### config.mk
export PLATFORM = sky130hd
export DESIGN_NAME = sifting_round_ctrl
export DESIGN_NICKNAME = d
export VERILOG_FILES = /design/src/rtl/sifting_round_ctrl.sv
export SDC_FILE = /design/constraint.sdc
export NUM_CORES = 1
export LEC_CHECK = 0
export BUFFER_PORTS_ARGS = -buffer_cell sky130_fd_sc_hd__buf_4
export CELL_PAD_IN_SITES_DETAIL_PLACEMENT = 1
export CELL_PAD_IN_SITES_GLOBAL_PLACEMENT = 2
export CORE_ASPECT_RATIO = 0.75
export CORE_MARGIN = 2
export CORE_UTILIZATION = 34
export CTS_CLUSTER_SIZE = 28
export DETAILED_ROUTE_END_ITERATION = 10
export PLACE_DENSITY = 0.87
export REMOVE_ABC_BUFFERS = 1
export SETUP_SLACK_MARGIN = 0.5
export SLEW_MARGIN = 30
export SYNTH_ARGS = -nofsm -noshare
export SYNTH_HDL_FRONTEND = slang
export SYNTH_SLANG_ARGS = --single-unit
### constraint.sdc
create_clock -name clk -period 2.91 [get_ports clk]
set_input_delay 0.291 -clock clk [delete_from_list [all_inputs] [get_ports clk]]
set_output_delay 0.291 -clock clk [all_outputs]
set_load 0.05 [all_outputs]
### src/rtl/sifting_round_ctrl.sv
// Sequences one Alice/Bob sifting round: starts both engines, collects finish, write and
// visibility events under a timeout, checks the round and offers a valid/ready summary.
module sifting_round_ctrl #(
  parameter int NVIS_WIDTH     = 16,
  parameter int CNT_WIDTH      = 16,
  parameter int TIMEOUT_CYCLES = 2000000,
  parameter int TO_WIDTH       = 22
) (
  input  logic                  clk,
  input  logic                  rst_n,
  input  logic                  start_switch,
  output logic                  A_sift_start,
  output logic                  B_sift_start,
  input  logic                  A_sifting_finish,
  input  logic                  B_sifting_finish,
  input  logic                  Asiftedkey_we,
  input  logic                  Bsiftedkey_we,
  input  logic                  A_visibility_valid,
  input  logic [NVIS_WIDTH-1:0] nvis,
  output logic                  sum_valid,
  input  logic                  sum_ready,
  output logic [NVIS_WIDTH-1:0] sum_nvis,
  output logic [CNT_WIDTH-1:0]  sum_A_words,
  output logic [CNT_WIDTH-1:0]  sum_B_words,
  output logic                  round_error,
  output logic [1:0]            err_code,
  output logic                  busy
);

  // state | meaning
  // IDLE  | waiting for a start_switch rising edge; last summary held
  // START | one-cycle start pulse to both sifting engines
  // RUN   | collecting finish pulses, write strobes and visibility; timeout armed
  // CHECK | one-cycle round consistency check
  // DONE  | summary presented until sum_ready
  // ERR   | round aborted, err_code held until the next start edge
  typedef enum logic [2:0] {
    S_IDLE  = 3'd0,
    S_START = 3'd1,
    S_RUN   = 3'd2,
    S_CHECK = 3'd3,
    S_DONE  = 3'd4,
    S_ERR   = 3'd5
  } state_t;

  localparam logic [TO_WIDTH-1:0]  TO_LOAD = TO_WIDTH'(TIMEOUT_CYCLES - 1);
  localparam logic [CNT_WIDTH-1:0] CNT_MAX = '1;

  state_t                  state, state_nxt;
  logic                    start_q, start_rise;
  logic                    a_fin, b_fin, vis_got;
  logic                    both_done, to_tc, round_clr;
  logic [TO_WIDTH-1:0]     to_cnt;
  logic [1:0]              err_q, err_nxt;
  logic [NVIS_WIDTH-1:0]   nvis_q;
  logic [CNT_WIDTH-1:0]    a_cnt, b_cnt;

  assign start_rise = start_switch & ~start_q;
  assign both_done  = (a_fin | A_sifting_finish) & (b_fin | B_sifting_finish);
  // Timeout runs as a down-counter loaded at round start; zero is the last RUN cycle.
  assign to_tc      = (to_cnt == '0);
  assign round_clr  = (state_nxt == S_START);

  always_comb begin
    state_nxt = state;
    err_nxt   = err_q;
    case (state)
      S_IDLE, S_ERR: begin
        if (start_rise) begin
          state_nxt = S_START;
          err_nxt   = 2'b00;
        end
      end
      S_START: state_nxt = S_RUN;
      S_RUN: begin
        if (both_done) begin
          state_nxt = S_CHECK;
        end else if (to_tc) begin
          state_nxt = S_ERR;
          err_nxt   = 2'b11;
        end
      end
      S_CHECK: begin
        if (a_cnt != b_cnt) begin
          state_nxt = S_ERR;
          err_nxt   = 2'b01;
        end else if (!vis_got) begin
          state_nxt = S_ERR;
          err_nxt   = 2'b10;
        end else begin
          state_nxt = S_DONE;
        end
      end
      S_DONE: begin
        if (sum_ready) state_nxt = S_IDLE;
      end
      default: state_nxt = S_IDLE;
    endcase
  end

  always_ff @(posedge clk or negedge rst_n) begin
    if (!rst_n) begin
      state   <= S_IDLE;
      start_q <= 1'b1;
      a_fin   <= 1'b0;
      b_fin   <= 1'b0;
      vis_got <= 1'b0;
      to_cnt  <= '0;
      err_q   <= 2'b00;
      nvis_q  <= '0;
      a_cnt   <= '0;
      b_cnt   <= '0;
    end else begin
      state   <= state_nxt;
      start_q <= start_switch;
      err_q   <= err_nxt;
      if (round_clr) begin
        a_fin   <= 1'b0;
        b_fin   <= 1'b0;
        vis_got <= 1'b0;
        nvis_q  <= '0;
        a_cnt   <= '0;
        b_cnt   <= '0;
        to_cnt  <= TO_LOAD;
      end else if (state == S_RUN) begin
        if (A_sifting_finish) a_fin <= 1'b1;
        if (B_sifting_finish) b_fin <= 1'b1;
        if (Asiftedkey_we && (a_cnt != CNT_MAX)) a_cnt <= a_cnt + 1'b1;
        if (Bsiftedkey_we && (b_cnt != CNT_MAX)) b_cnt <= b_cnt + 1'b1;
        if (A_visibility_valid && !vis_got) begin
          nvis_q  <= nvis;
          vis_got <= 1'b1;
        end
        if (!to_tc) to_cnt <= to_cnt - 1'b1;
      end
    end
  end

  assign A_sift_start = (state == S_START);
  assign B_sift_start = (state == S_START);
  assign sum_valid    = (state == S_DONE);
  assign round_error  = (state == S_ERR);
  assign busy         = (state != S_IDLE) && (state != S_ERR);
  assign err_code     = err_q;
  assign sum_nvis     = nvis_q;
  assign sum_A_words  = a_cnt;
  assign sum_B_words  = b_cnt;

endmodule

Yosys cells after proc, flatten, opt, wreduce, memory -nomap -nowiden

Index checks and enable logic that the tools add are counted.

Add/sub/neg operators: 3
Equal/unequal tests: 15
Bitwise gates (word level): 5
Mux-type cells: 34
Reductions and logical operators: 23

Operators with widths:

| kind                                                                  | count |
|---|---|
| 16-bit two-way mux                                                    | 9 |
| 22-bit two-way mux                                                    | 3 |
| 16-bit by 1-bit adder with 16-bit output (second input constant)      | 2 |
| 16-bit != test (second input constant)                                | 2 |
| 22-bit logical NOT                                                    | 1 |
| 22-bit by 1-bit subtractor with 22-bit output (second input constant) | 1 |
| 16-bit != test                                                        | 1 |
| 3-bit one-hot mux with 5 select lines                                 | 1 |
| 3-bit two-way mux                                                     | 4 |
| 2-bit AND reduction                                                   | 6 |
| 2-bit nonzero test                                                    | 6 |
| 1-bit two-way mux                                                     | 11 |
| 2-bit two-way mux                                                     | 5 |
| 3-bit by 1-bit == test with 1-bit output (second input constant)      | 2 |
| 3-bit by 2-bit == test with 1-bit output (second input constant)      | 2 |
| 3-bit == test (second input constant)                                 | 2 |
| 2-bit != test (second input constant)                                 | 3 |
| 3-bit != test (second input constant)                                 | 2 |
| 2-bit one-hot mux with 3 select lines                                 | 1 |
| 3-bit nonzero test                                                    | 2 |
| 5-bit AND reduction                                                   | 1 |
| 1-bit logical AND                                                     | 4 |
| 3-bit logical NOT                                                     | 1 |
| 1-bit AND                                                             | 2 |
| other kinds (5)                                                       | 6 |

Bits in registers: 79
Input bits: 25
Word-level logic and storage cells: 90
Output and inout bits: 55

Logic depth before layout (Yosys ltp)

Depth after elaboration: 7
Depth in mapped cells: 8
Depth with buffers taken out: 7

Worst setup path after synthesis

OpenSTA, ideal clock, no wires.

Kind: register to output
Start: reg state[2]
End: out B_sift_start
Setup slack: 0.380 ns
Data arrival time: 2.239 ns
Buffers on the path: 2
Stages on the path, launching flop included: 4
Cell sequence: dfrtp_1 -> clkbuf_1 -> nor3b_1 -> buf_4

Longest elaborated chain between the ends: 1

RTL lines:

| what                                     | line | source |
|---|---|---|
| from (decl)                              | 49   | `state_t state, state_nxt;` |
| from (signal assigned)                   | 114  | `state <= state_nxt;` |
| 3-bit by 1-bit == test with 1-bit output | n/a  |  |
| to (decl)                                | 13   | `output logic B_sift_start,` |

Every way passes these cells.

Final worst setup path

Start: reg to_cnt[0]
End: reg to_cnt[11]

Longest elaborated chain between the ends: 7
Elaborated cells on any way between the ends: 12
Classes of those cells: add/sub (1); eq/ne (2); mux (6); reduce/logical (3)

RTL lines:

| what                                                                                            | line | source |
|---|---|---|
| from (decl)                                                                                     | 53   | `logic [TO_WIDTH-1:0] to_cnt;` |
| from (signal assigned)                                                                          | 134  | `if (!to_tc) to_cnt <= to_cnt - 1'b1;` |
| 22-bit logical NOT                                                                              | 61   | `assign to_tc = (to_cnt == '0);` |
| 3-bit two-way mux                                                                               | 78   | `end else if (to_tc) begin` |
| 3-bit two-way mux                                                                               | 76   | `if (both_done) begin` |
| 3-bit one-hot mux with 5 select lines                                                           | 67   | `case (state)` |
| 3-bit by 1-bit == test with 1-bit output                                                        | 62   | `assign round_clr = (state_nxt == S_START);` |
| 2-bit by 1-bit != test with 1-bit output (no line) / 2-bit nonzero test (equally long branches) | n/a  |  |
| 2-bit AND reduction (no line)                                                                   | n/a  |  |

Several ways; a longest one is shown, not always the timed one. The select of a mux whose other input is x is not followed.
A chain may end at the register's enable or synchronous reset.

==> results.md <==
Layout:
- Compared with the post-synthesis result, the final layout area differs by 27.0%.
- The area of all placed cells without fillers is 0.00528 mm2.
- The fraction of final layout cells sized beyond drive strength 1 is 0.243.
- The antenna diode instance count is 0.
- The finished layout holds 672 standard cells, fillers aside.
- The number of nets in the layout is 533.
- Once layout is complete, the utilization of the core stands at 0.448.

Floorplan:
- The die outline width is 132 um.
- The initial utilization of the core area, before any placement, comes to 0.353.
- The floorplan step set the die height to 99.8 um.
- After floorplanning, the core was divided into 34 placement rows.
- The region available for standard cell placement spans 0.0118 mm2.
- The full die area is 0.0131 mm2.
- The I/O pin total is 80.

STA:
- Setup repair after global routing left no endpoint under its margin.
- At the pin with the least slew margin, the transition time is 746 ps.
- Timing would allow up to 0.440 GHz.
- The count of endpoints failing hold in the final timing report is 8.
- The total setup violations reported at the end of the flow is 0.
- In the finished design, the share of the clock period the worst path needs comes to 0.780.
- The shortest period the worst path allows is 2270 ps.
- The maximum clock skew at final layout is 8.52 ps.
- The tightest hold margin is -4.30 ps.
- Headroom to the max-slew limit came out at 0.503.
- The number of max-slew violations in the final report is 0.
- The final sum of negative setup slack is 0 ps.

Clock network:
- The H-tree generated during clock tree synthesis spans 3 levels.
- The number of buffers between clock root and the deepest sink is 2.
- The TritonCTS clock tree is yes.
- The number of hold buffers added after cts is 0.
- The cell sitting at the root of the clock tree is a sky130_fd_sc_hd__clkbuf_16.
- The TritonCTS buffer count is 9.
- The tree built by TritonCTS fans out to 79 sinks.
- Clock-pin slew was measured on the worst setup and hold paths at 70 ps.
- The worst-skew pair later-pin latency is 340 ps.

Drt:
- The number of remaining DRC errors is 0.
- Once detail routing completed, the nets flagged for antenna violations numbered 0.
- The number of vias per cell after detailed routing is 5.31.
- The first routing iteration left 208 violations.
- Across all layers, the routed design uses 3568 vias.
- The routed wire length per instance is 17.7 um.
- The length of the first detailed-routing pass in iterations is 4.
- The wire length after detailed routing is 11.9 mm.

Global route:
- The via count of the first global-routing pass was 3797.
- Entering global routing, the biggest net connects 80 pins.
- The number of antenna violations at the first check in global routing is 0.
- The first-pass GRT wire length is 20.3 mm.
- The total congestion overflow after global routing is 0.
- In the global route stage, overall resource usage came out at 0.193.

Setup path:
- The required arrival time at the worst endpoint is 3180 ps.
- The worst setup path is captured at a register.
- The cell with the largest stage delay on the worst path is sky130_fd_sc_hd__or4b_1.
- Data arrives at the worst endpoint at 2540 ps.
- The critical path goes through inv_1, ha_2, or4b_1, nor4_4, buf_6, a21o_1, or4_1, mux2i_1.
- The startpoint of the lowest-slack register-to-register path is to_cnt[0]$_DFFE_PN0P_.
- The worst register-to-register path has a depth of 8.
- STA classifies the critical path startpoint as a register.
- The cell family contributing the most delay on the critical path is simple AND/OR/NAND/NOR gates.
- The count of buffering cells on the critical path with inverters included is 2.
- For this run, the slowest stage of the critical path takes 510 ps.
- The worst setup path is of the reg2reg kind.
- The worst flop-to-flop path endpoint is to_cnt[11]$_DFFE_PN0P_.
- In this run the worst path has a maximum fanout of 11.
- The setup check on the worst reg-to-reg path leaves a slack of 640 ps.

Job:
- Across the run, the number of max-cap violations was 0.

Outcome:
- The final reports fail on hold timing.
- The run finished, with violations left.

Yosys:
- The number of synthesis warnings is 0.
- In the synthesized netlist the dominant register cell turns out to be sky130_fd_sc_hd__dfrtp_1.
- The share of the Yosys chip area taken by registers is 0.475.
- The mapped netlist covers 0.00416 mm2.
- In this run the mean area of a mapped cell was 9.74 um2.
- Yosys attributes the largest share of cell area to sky130_fd_sc_hd__dfrtp_1 (47%), sky130_fd_sc_hd__xnor2_1 (9.1%), sky130_fd_sc_hd__nand2_1 (4.1%), sky130_fd_sc_hd__a21oi_1 (3.5%), sky130_fd_sc_hd__a22o_1 (3.4%).
- Of all cell types, the one taking the most synthesized area is sky130_fd_sc_hd__dfrtp_1.
- The count of cell types in the netlist is 52.
- The number of synthesized flops with an enable pin is 0.
- Counting instances in the post-synthesis netlist gives the leading cell types as sky130_fd_sc_hd__dfrtp_1 (78), sky130_fd_sc_hd__nand2_1 (45), sky130_fd_sc_hd__xnor2_1 (43).
- The area share of the largest cell type after synthesis is 0.469.
- Yosys instantiated no cell more often than sky130_fd_sc_hd__dfrtp_1.
- After synthesis, the share of flip-flops with an asynchronous set or reset is 1.00.
- The flip-flop and latch count after synthesis is 79.
- Counting every instance in the synthesized netlist gives 427.

Placement:
- Detailed placement ended at an HPWL of 8.42 mm.
- After detailed placement, the total cell area comes to 0.00493 mm2.
- The congestion estimate from routability-driven global placement came to 0.809.
- During placement, the flow inserted port buffers numbering 79.
- The number of placed instances with taps included is 654.

Power and ir drop:
- Power spread over the standard cell area amounts to 864 mW/mm2.
- The worst supply voltage drop on vdd is 0.676 mV.
- The analysis attributes to cell leakage a power of 2.33 nW.

Min path:
- The worst min-delay path category is in2async.
[power breakdown]
| group | internal (mW) | switching, mW |
|---|---|---|
| clock | 0.669 | 0.477 |
| sequential | 1.32 | 0.280 |
| combinational | 0.620 | 1.20 |
| total | 2.61 | 1.96 |
[sequential cells by signal (all words and copies together) (netlist names)]
signal and count:
a_fin 1, b_fin 1, err_code 2, start_q 1, state 3, sum_A_words 16
sum_B_words 16, sum_nvis 16, to_cnt 22, vis_got 1
[area by class of cell]
cell class                      count  area (um2)
Clock buffer                       10         229
Clock inverter                      6        71.3
Fill cell                        1329        6500
Inverter                            5        18.8
Multi-Input combinational cell    319        2090
Sequential cell                    79        1980
Tap cell                          162         203
Timing Repair Buffer               91         691
[logic make-up (layout without fill, tap and decap cells)]
logic type / Yosys count / after routing / synth area share
mux: 11 / 11 / 0.0265
simple gates: 179 / 179 / 0.231
fa+ha+maj: 3 / 3 / 0.00902
flops: 79 / 79 / 0.475
compound gates: 82 / 82 / 0.137
xor+xnor: 44 / 44 / 0.0926
buf+inv: 29 / 112 / 0.0289
[stage by stage]
stage / total power [mW] / worst slack, ps
floorplan: 2.75 / -183
global placement: 3.37 / 542
detailed placement: 3.44 / 410
CTS: 4.61 / 507
global route: 4.82 / 527
finish: 4.57 / 639
[placed cells by master (no fill, tap or decap), types with 10 or more instances in the layout]
master / count
sky130_fd_sc_hd__a22o_1: 16
sky130_fd_sc_hd__xnor2_1: 43
sky130_fd_sc_hd__and3_1: 10
sky130_fd_sc_hd__dfrtp_1: 78
sky130_fd_sc_hd__nor2_1: 36
sky130_fd_sc_hd__mux2i_1: 11
sky130_fd_sc_hd__nand3_1: 17
sky130_fd_sc_hd__nand4_1: 20
sky130_fd_sc_hd__buf_4: 89
sky130_fd_sc_hd__a21oi_1: 29
sky130_fd_sc_hd__nand2_1: 45
[layer usage]
metal / track usage / share of wire
met4: 0.0426 / 0.0082
met2: 0.304 / 0.46
met5: 0 / 0
met3: 0.0465 / 0.041
met1: 0.273 / 0.49
[how the worst max path moves through the flow]
stage	startpoint	endpoint	slack, ps	cells past startpoint
floorplan	state[0]$_DFF_PN0_	A_sift_start	-180	1
global placement	to_cnt[0]$_DFFE_PN0P_	to_cnt[11]$_DFFE_PN0P_	540	8
detailed placement	to_cnt[0]$_DFFE_PN0P_	to_cnt[11]$_DFFE_PN0P_	410	8
CTS	to_cnt[0]$_DFFE_PN0P_	to_cnt[11]$_DFFE_PN0P_	510	8
global route	state[0]$_DFF_PN0_	sum_B_words[13]$_DFFE_PN0P_	530	5
finish	to_cnt[0]$_DFFE_PN0P_	to_cnt[11]$_DFFE_PN0P_	640	8
[repair_timing]
action	4_1_cts	5_1_grt
resized for setup	2	4
setup buffers	2	0
pin swaps	1	1
endpoints found under the setup margin	13	22
Power figures use the tool's default switching activity.
